File: src/rtl/hive_rbus_arb.sv
// hive_rbus_arb: register bus arbiter. The core owns the bus outright; a debug
// master gets a slot only in cycles the core leaves idle. Debug reads are tagged
// through a shift register so returning data is routed to the debug port
// instead of the core.
module hive_rbus_arb #(
  parameter int RBUS_ADDR_W = 8,
  parameter int ALU_W       = 32,
  parameter int RD_LAT      = 1,
  parameter int WAIT_W      = 16
) (
  input  logic                   clk_i,
  input  logic                   rst_i,
  input  logic [RBUS_ADDR_W-1:0] core_addr_i,
  input  logic                   core_wr_i,
  input  logic                   core_rd_i,
  input  logic [ALU_W-1:0]       core_wr_data_i,
  output logic [ALU_W-1:0]       core_rd_data_o,
  input  logic                   dbg_req_i,
  input  logic                   dbg_we_i,
  input  logic [RBUS_ADDR_W-1:0] dbg_addr_i,
  input  logic [ALU_W-1:0]       dbg_wr_data_i,
  output logic                   dbg_ack_o,
  output logic                   dbg_busy_o,
  output logic [ALU_W-1:0]       dbg_rd_data_o,
  output logic                   dbg_rd_vld_o,
  output logic [WAIT_W-1:0]      dbg_wait_o,
  output logic [RBUS_ADDR_W-1:0] rbus_addr_o,
  output logic                   rbus_wr_o,
  output logic                   rbus_rd_o,
  output logic [ALU_W-1:0]       rbus_wr_data_o,
  input  logic [ALU_W-1:0]       rbus_rd_data_i
);

  typedef enum logic [1:0] {IDLE, PEND, RDWAIT} state_t;

  state_t                 state_q;
  logic                   cmd_we_q;
  logic [RBUS_ADDR_W-1:0] cmd_addr_q;
  logic [ALU_W-1:0]       cmd_wdata_q;
  logic [WAIT_W-1:0]      wait_q;
  logic [ALU_W-1:0]       rd_data_q;
  logic                   rd_vld_q;
  logic                   ack_q;
  logic [RBUS_ADDR_W-1:0] addr_q;
  logic                   wr_q;
  logic                   rd_q;
  logic [ALU_W-1:0]       wdata_q;
  logic                   slot_q;
  logic [RD_LAT-1:0]      tag_q;

  logic core_cmd_d;
  logic issue_d;
  logic ret_dbg_d;

  // Saturating increment: the wait counter sticks at all-ones instead of wrapping.
  function automatic logic [WAIT_W-1:0] sat_inc(input logic [WAIT_W-1:0] v);
    if (&v) return v;
    return v + {{(WAIT_W-1){1'b0}}, 1'b1};
  endfunction

  // A debug command may only take the slot when the core leaves it empty.
  always_comb begin
    core_cmd_d = core_wr_i | core_rd_i;
    issue_d    = (state_q == PEND) && !core_cmd_d;
    ret_dbg_d  = tag_q[RD_LAT-1];
  end

  // Register the bus: core first, then a pending debug command, else all zero.
  always_ff @(posedge clk_i) begin
    if (rst_i) begin
      addr_q  <= '0;
      wr_q    <= 1'b0;
      rd_q    <= 1'b0;
      wdata_q <= '0;
      ack_q   <= 1'b0;
      slot_q  <= 1'b0;
    end else if (core_cmd_d) begin
      addr_q  <= core_addr_i;
      wr_q    <= core_wr_i;
      rd_q    <= core_rd_i;
      wdata_q <= core_wr_data_i;
      ack_q   <= 1'b0;
      slot_q  <= 1'b0;
    end else if (issue_d) begin
      addr_q  <= cmd_addr_q;
      wr_q    <= cmd_we_q;
      rd_q    <= !cmd_we_q;
      wdata_q <= cmd_we_q ? cmd_wdata_q : '0;
      ack_q   <= 1'b1;
      slot_q  <= !cmd_we_q;
    end else begin
      addr_q  <= '0;
      wr_q    <= 1'b0;
      rd_q    <= 1'b0;
      wdata_q <= '0;
      ack_q   <= 1'b0;
      slot_q  <= 1'b0;
    end
  end

  // Tag pipeline: the last stage lines up with the cycle the slave data returns.
  always_ff @(posedge clk_i) begin
    if (rst_i) begin
      tag_q <= '0;
    end else begin
      tag_q[0] <= slot_q;
      for (int i = 1; i < RD_LAT; i++) tag_q[i] <= tag_q[i-1];
    end
  end

  // Debug FSM: latch a request, wait for a free slot, collect read data.
  always_ff @(posedge clk_i) begin
    if (rst_i) begin
      state_q   <= IDLE;
      wait_q    <= '0;
      rd_data_q <= '0;
      rd_vld_q  <= 1'b0;
    end else begin
      rd_vld_q <= 1'b0;
      case (state_q)
        IDLE: begin
          if (dbg_req_i) begin
            cmd_we_q    <= dbg_we_i;
            cmd_addr_q  <= dbg_addr_i;
            cmd_wdata_q <= dbg_wr_data_i;
            wait_q      <= '0;
            state_q     <= PEND;
          end
        end
        PEND: begin
          if (core_cmd_d) wait_q <= sat_inc(wait_q);
          else            state_q <= cmd_we_q ? IDLE : RDWAIT;
        end
        RDWAIT: begin
          if (ret_dbg_d) begin
            rd_data_q <= rbus_rd_data_i;
            rd_vld_q  <= 1'b1;
            state_q   <= IDLE;
          end
        end
        default: state_q <= IDLE;
      endcase
    end
  end

  assign core_rd_data_o = ret_dbg_d ? '0 : rbus_rd_data_i;
  assign dbg_ack_o      = ack_q;
  assign dbg_busy_o     = (state_q != IDLE);
  assign dbg_rd_data_o  = rd_data_q;
  assign dbg_rd_vld_o   = rd_vld_q;
  assign dbg_wait_o     = wait_q;
  assign rbus_addr_o    = addr_q;
  assign rbus_wr_o      = wr_q;
  assign rbus_rd_o      = rd_q;
  assign rbus_wr_data_o = wdata_q;

endmodule

File: config.mk
export PLATFORM = sky130hd
export DESIGN_NAME = hive_rbus_arb
export DESIGN_NICKNAME = d
export VERILOG_FILES = /design/src/rtl/hive_rbus_arb.sv
export SDC_FILE = /design/constraint.sdc
export NUM_CORES = 1
export LEC_CHECK = 0
export BUFFER_PORTS_ARGS = -buffer_cell sky130_fd_sc_hd__buf_2
export CORE_MARGIN = 2
export CORE_UTILIZATION = 46
export DETAILED_ROUTE_END_ITERATION = 10
export PLACE_DENSITY = 0.85
export SKIP_CTS_REPAIR_TIMING = 1
export SLEW_MARGIN = 20
export SYNTH_ARGS = -nofsm -noshare
export SYNTH_HDL_FRONTEND = slang
export SYNTH_SLANG_ARGS = --single-unit
File: constraint.sdc
create_clock -name clk_i -period 6.15 [get_ports clk_i]
set_clock_uncertainty 0.15 [all_clocks]
set_input_delay 0.615 -clock clk_i [delete_from_list [all_inputs] [get_ports clk_i]]
set_output_delay 0.615 -clock clk_i [all_outputs]
set_load 0.01 [all_outputs]
==> impl_metrics.csv <==
group,metric,value,unit
clocking,cts_tree,"built",
timing,fmaxAchievable,380,MHz
critical_path,regToRegSetupSlack,3.52,ns
logic_synthesis,seq_area_frac_synth,62.5,%
clocking,cts.root.buffer_cell,"sky130_fd_sc_hd__clkbuf_8",
power,maximum_vdd_ir_drop,0.000181,V
critical_path,cp-end-kind,"register",
drt,drtPass1Iterations,5,
global_route,pin_count_of_the_biggest_net_entering_global_routing,61,
logic_synthesis,yosys.area_share.simple,19.6,%
final_layout,layout-drive-gt1-share,38.2,%
critical_path,reg2regPathDepth,5,
logic_synthesis,synth_fa_ha_area_share,0.248,%
drt,route.vias.total,4562,
global_route,globalRoute.totalOverflow,0,
die,initial_utilization,46.7,%
timing,timing.setup.tns,0,ns
clocking,worst_skew_pair.late_latency,0.51,ns
critical_path,crit_path_max_fanout,13,
logic_synthesis,ys_types,38,
critical_path,timing.critical_path.slowest_stage_cell,"sky130_fd_sc_hd__nor2b_1",
clocking,cts_made_buffers,17,
place,place_area,6320,um^2
timing,tightestPinTransition,0.857,ns
die,floorplan.core_area,10800,um^2
timing,hold_viol,0,
critical_path,worstPathCellList,"nor2b_1, nand2_1, a21oi_2, a21oi_1, a311oi_1",
drt,drt_iter0_markers,350,
critical_path,regToRegEndpoint,"dbg_wait_o[7]",
die,die_w,109,um
hold_path,worst_hold_path.num_cells,1,
critical_path,start_kind,"register",
hold_path,worst_hold_path_type,"in2reg",
final_layout,multi_input_comb_area,1760,um^2
drt,routed_wirelength,13200,um
logic_synthesis,syn-instance-count,501,
critical_path,r2r-start,"state_q[0]",
global_route,first_global_vias,4165,
timing,grt_setup_unrepaired,"false",
logic_synthesis,dominantRegCellSynth,"sky130_fd_sc_hd__dfxtp_1",
logic_synthesis,synth.mux.area_fraction,0.422,%
timing,slew_headroom,42.9,%
critical_path,worstPathArrival,2.89,ns
drt,remaining_drc_errors,0,
logic_synthesis,synth_area_per_cell,10.1,um^2
critical_path,critical_path_class,"reg2reg",
global_route,antenna_violations_before_repair,1,
power,pwr_density_cell,293,nW/um^2
timing,setup_viol,0,
hold_path,whs_endpoint,"cmd_wdata_q[10]",
outcome,result_of_the_run,"complete, no violations",
logic_synthesis,synth_xor_area_share,0,%
drt,routed_wire_length_per_instance,15.0,um
clocking,cts_num_sinks,137,
place,gpl_wtd_cong,0.864,
power,leakage,0.00303,uW
logic_synthesis,yosysWarningCount,0,
final_layout,final_design_area_no_fill,6850,um^2
final_layout,final-seq-area,3150,um^2
global_route,grt_pass1_wl,19700,um
timing,final_period_minus_worst_setup_slack,2.63,ns
critical_path,required,6.41,ns
logic_synthesis,synth_top_family_by_area,"simple AND/OR/NAND/NOR gates",
logic_synthesis,synth_compound_gate_area_share,14.3,%
job,cap_violations,0,
die,fp.dieArea,11800,um^2
logic_synthesis,syn-cell-area,5040,um^2
clocking,clkSlewWorstSetupHoldPaths,0.06,ns
final_layout,fillers,874,
logic_synthesis,number_of_nets_produced_by_synthesis,620,
final_layout,syn_to_final_growth,35.8,%
drt,drt-vias-per-instance,5.16,
timing,fin_crit_sh,42.7,%
logic_synthesis,synth_async_sr_flop_share,0,%
clocking,cts-root-to-sink-buffers,2,
die,num_io_pins,243,
final_layout,final_nets,849,
drt,detail-route-antenna-nets,0,
place,hpwl,9370,um
die,std_cell_rows,38,
logic_synthesis,synth_register_bits,137,
die,vert_die_dim,109,um
global_route,grt_util_all_layers,21.8,%
hold_path,hold_start,"dbg_wr_data_i[10]",
clocking,cts_h_tree_lvls,4,
timing,drv_slew,0,
logic_synthesis,number_of_enable_type_register_cells_in_the_synthesized_netlist,41,
place,port-buffer-count,242,
critical_path,cpPeakStageDelay,0.72,ns
[cells in the final DEF, fill, tap and decap left out, drive strengths merged, types with 4 or more instances in the layout]
| cell | count |
|---|---|
| inv | 7 |
| edfxtp | 41 |
| buf | 244 |
| nor3 | 4 |
| a311oi | 4 |
| nand2 | 74 |
| o21ai | 6 |
| a21oi | 47 |
| nor2 | 66 |
| nor2b | 34 |
| or2 | 4 |
| dfxtp | 96 |
| nand4 | 4 |
| nand3 | 11 |
| clkinvlp | 4 |
| clkinv | 5 |
| and3 | 4 |
| clkbuf | 20 |
| a22oi | 41 |
[worst max-delay path, delay by kind of cell, from the launching register on]
kind | cells | cell delay, ns
compound gates | 3 | 0.82
flops | 1 | 0.46
simple gates | 2 | 1.09
[layout make-up]
| type | instances | area share, % |
|---|---|---|
| sequential | 137 | 46.0 |
| clock buffer | 20 | 6.21 |
| timing repair buffer | 244 | 17.9 |
| clock inverter | 12 | 1.39 |
| multi-input combinational | 326 | 25.6 |
| inverter | 4 | 0.219 |
| tap | 140 | 2.56 |
| antenna | 1 | 0.0365 |
[sequential cells by signal, summed over array words and instances (netlist names)]
name and cells:
cmd_wdata_q 32, dbg_rd_data_o 32, rbus_wr_data_o 32, dbg_wait_o 16, cmd_addr_q 8, rbus_addr_o 8, state_q 2, cmd_we_q 1
dbg_ack_o 1, dbg_rd_vld_o 1, rbus_rd_o 1, rbus_wr_o 1, ret_dbg_d 1, slot_q 1
[per-stage QoR]
| step | util (%) | worst slack (ns) | hold WS, ns | total power, uW | instances |
|---|---|---|---|---|---|
| finish | 63.5 | 3.52 | 0.123 | 2010 | 884 |
| global route | 63.5 | 3.33 | 0.0922 | 2090 | 884 |
| CTS | 63.4 | 3.38 | 0.0965 | 2020 | 883 |
| detailed placement | 58.6 | 3.25 | 0.281 | 1150 | 851 |
| global placement | 58.6 | 3.35 | 0.268 | 1150 | 851 |
| floorplan | - | 1.69 | 0.264 | 1070 | 501 |
[cell usage after synthesis, drive strengths merged (3+ instances only)]
library cell	n	share of area, %
nor4	3	0.67
nor2b	34	4.2
o21ai	6	0.60
nand4	4	0.79
a311oi	4	0.69
nand3	11	1.1
dfxtp	96	38
edfxtp	41	24
inv	4	0.30
nor2	66	4.9
nor3	4	0.40
a211oi	3	0.45
clkbuf	29	2.2
or2	4	0.55
a21oi	47	4.7
a221oi	3	0.52
a22oi	41	6.1
buf	5	0.50
nand2	74	5.5
and3	4	0.50
[where the power goes]
group	total [uW]	switching [uW]	internal, uW
Sequential	973	11.3	962
Combinational	158	87.8	70.2
Clock	876	377	499
Total	2010	476	1530
[cells by family (layout without fill, tap and decap cells)]
| family | after synthesis | after routing |
|---|---|---|
| compound gates | 112 | 112 |
| fa+ha+maj | 1 | 1 |
| buf+inv | 38 | 280 |
| flops | 137 | 137 |
| mux | 2 | 2 |
| other cells | 0 | 1 |
| simple gates | 211 | 211 |
[routing by layer]
metal  track usage (%)  vias to the layer above  wire (um)
met5                 0                        -          0
met4              9.98                        0        291
met3              7.77                       20       1260
met2              37.1                      245       6650
met1              24.6                     2087       5030
li1                  -                     2210          -
[how the worst max path moves through the flow]
stage / from / endpoint / cells past startpoint
global placement: core_rd_i / dbg_wait_o[4] / 6
finish: state_q[0] / dbg_wait_o[7] / 5
global route: state_q[0] / dbg_wait_o[4] / 5
detailed placement: core_wr_i / dbg_wait_o[7] / 6
CTS: ret_dbg_d / dbg_rd_data_o[1] / 4
floorplan: rst_i / cmd_addr_q[0] / 3
Note: power is estimated with default switching activity, not from simulation.
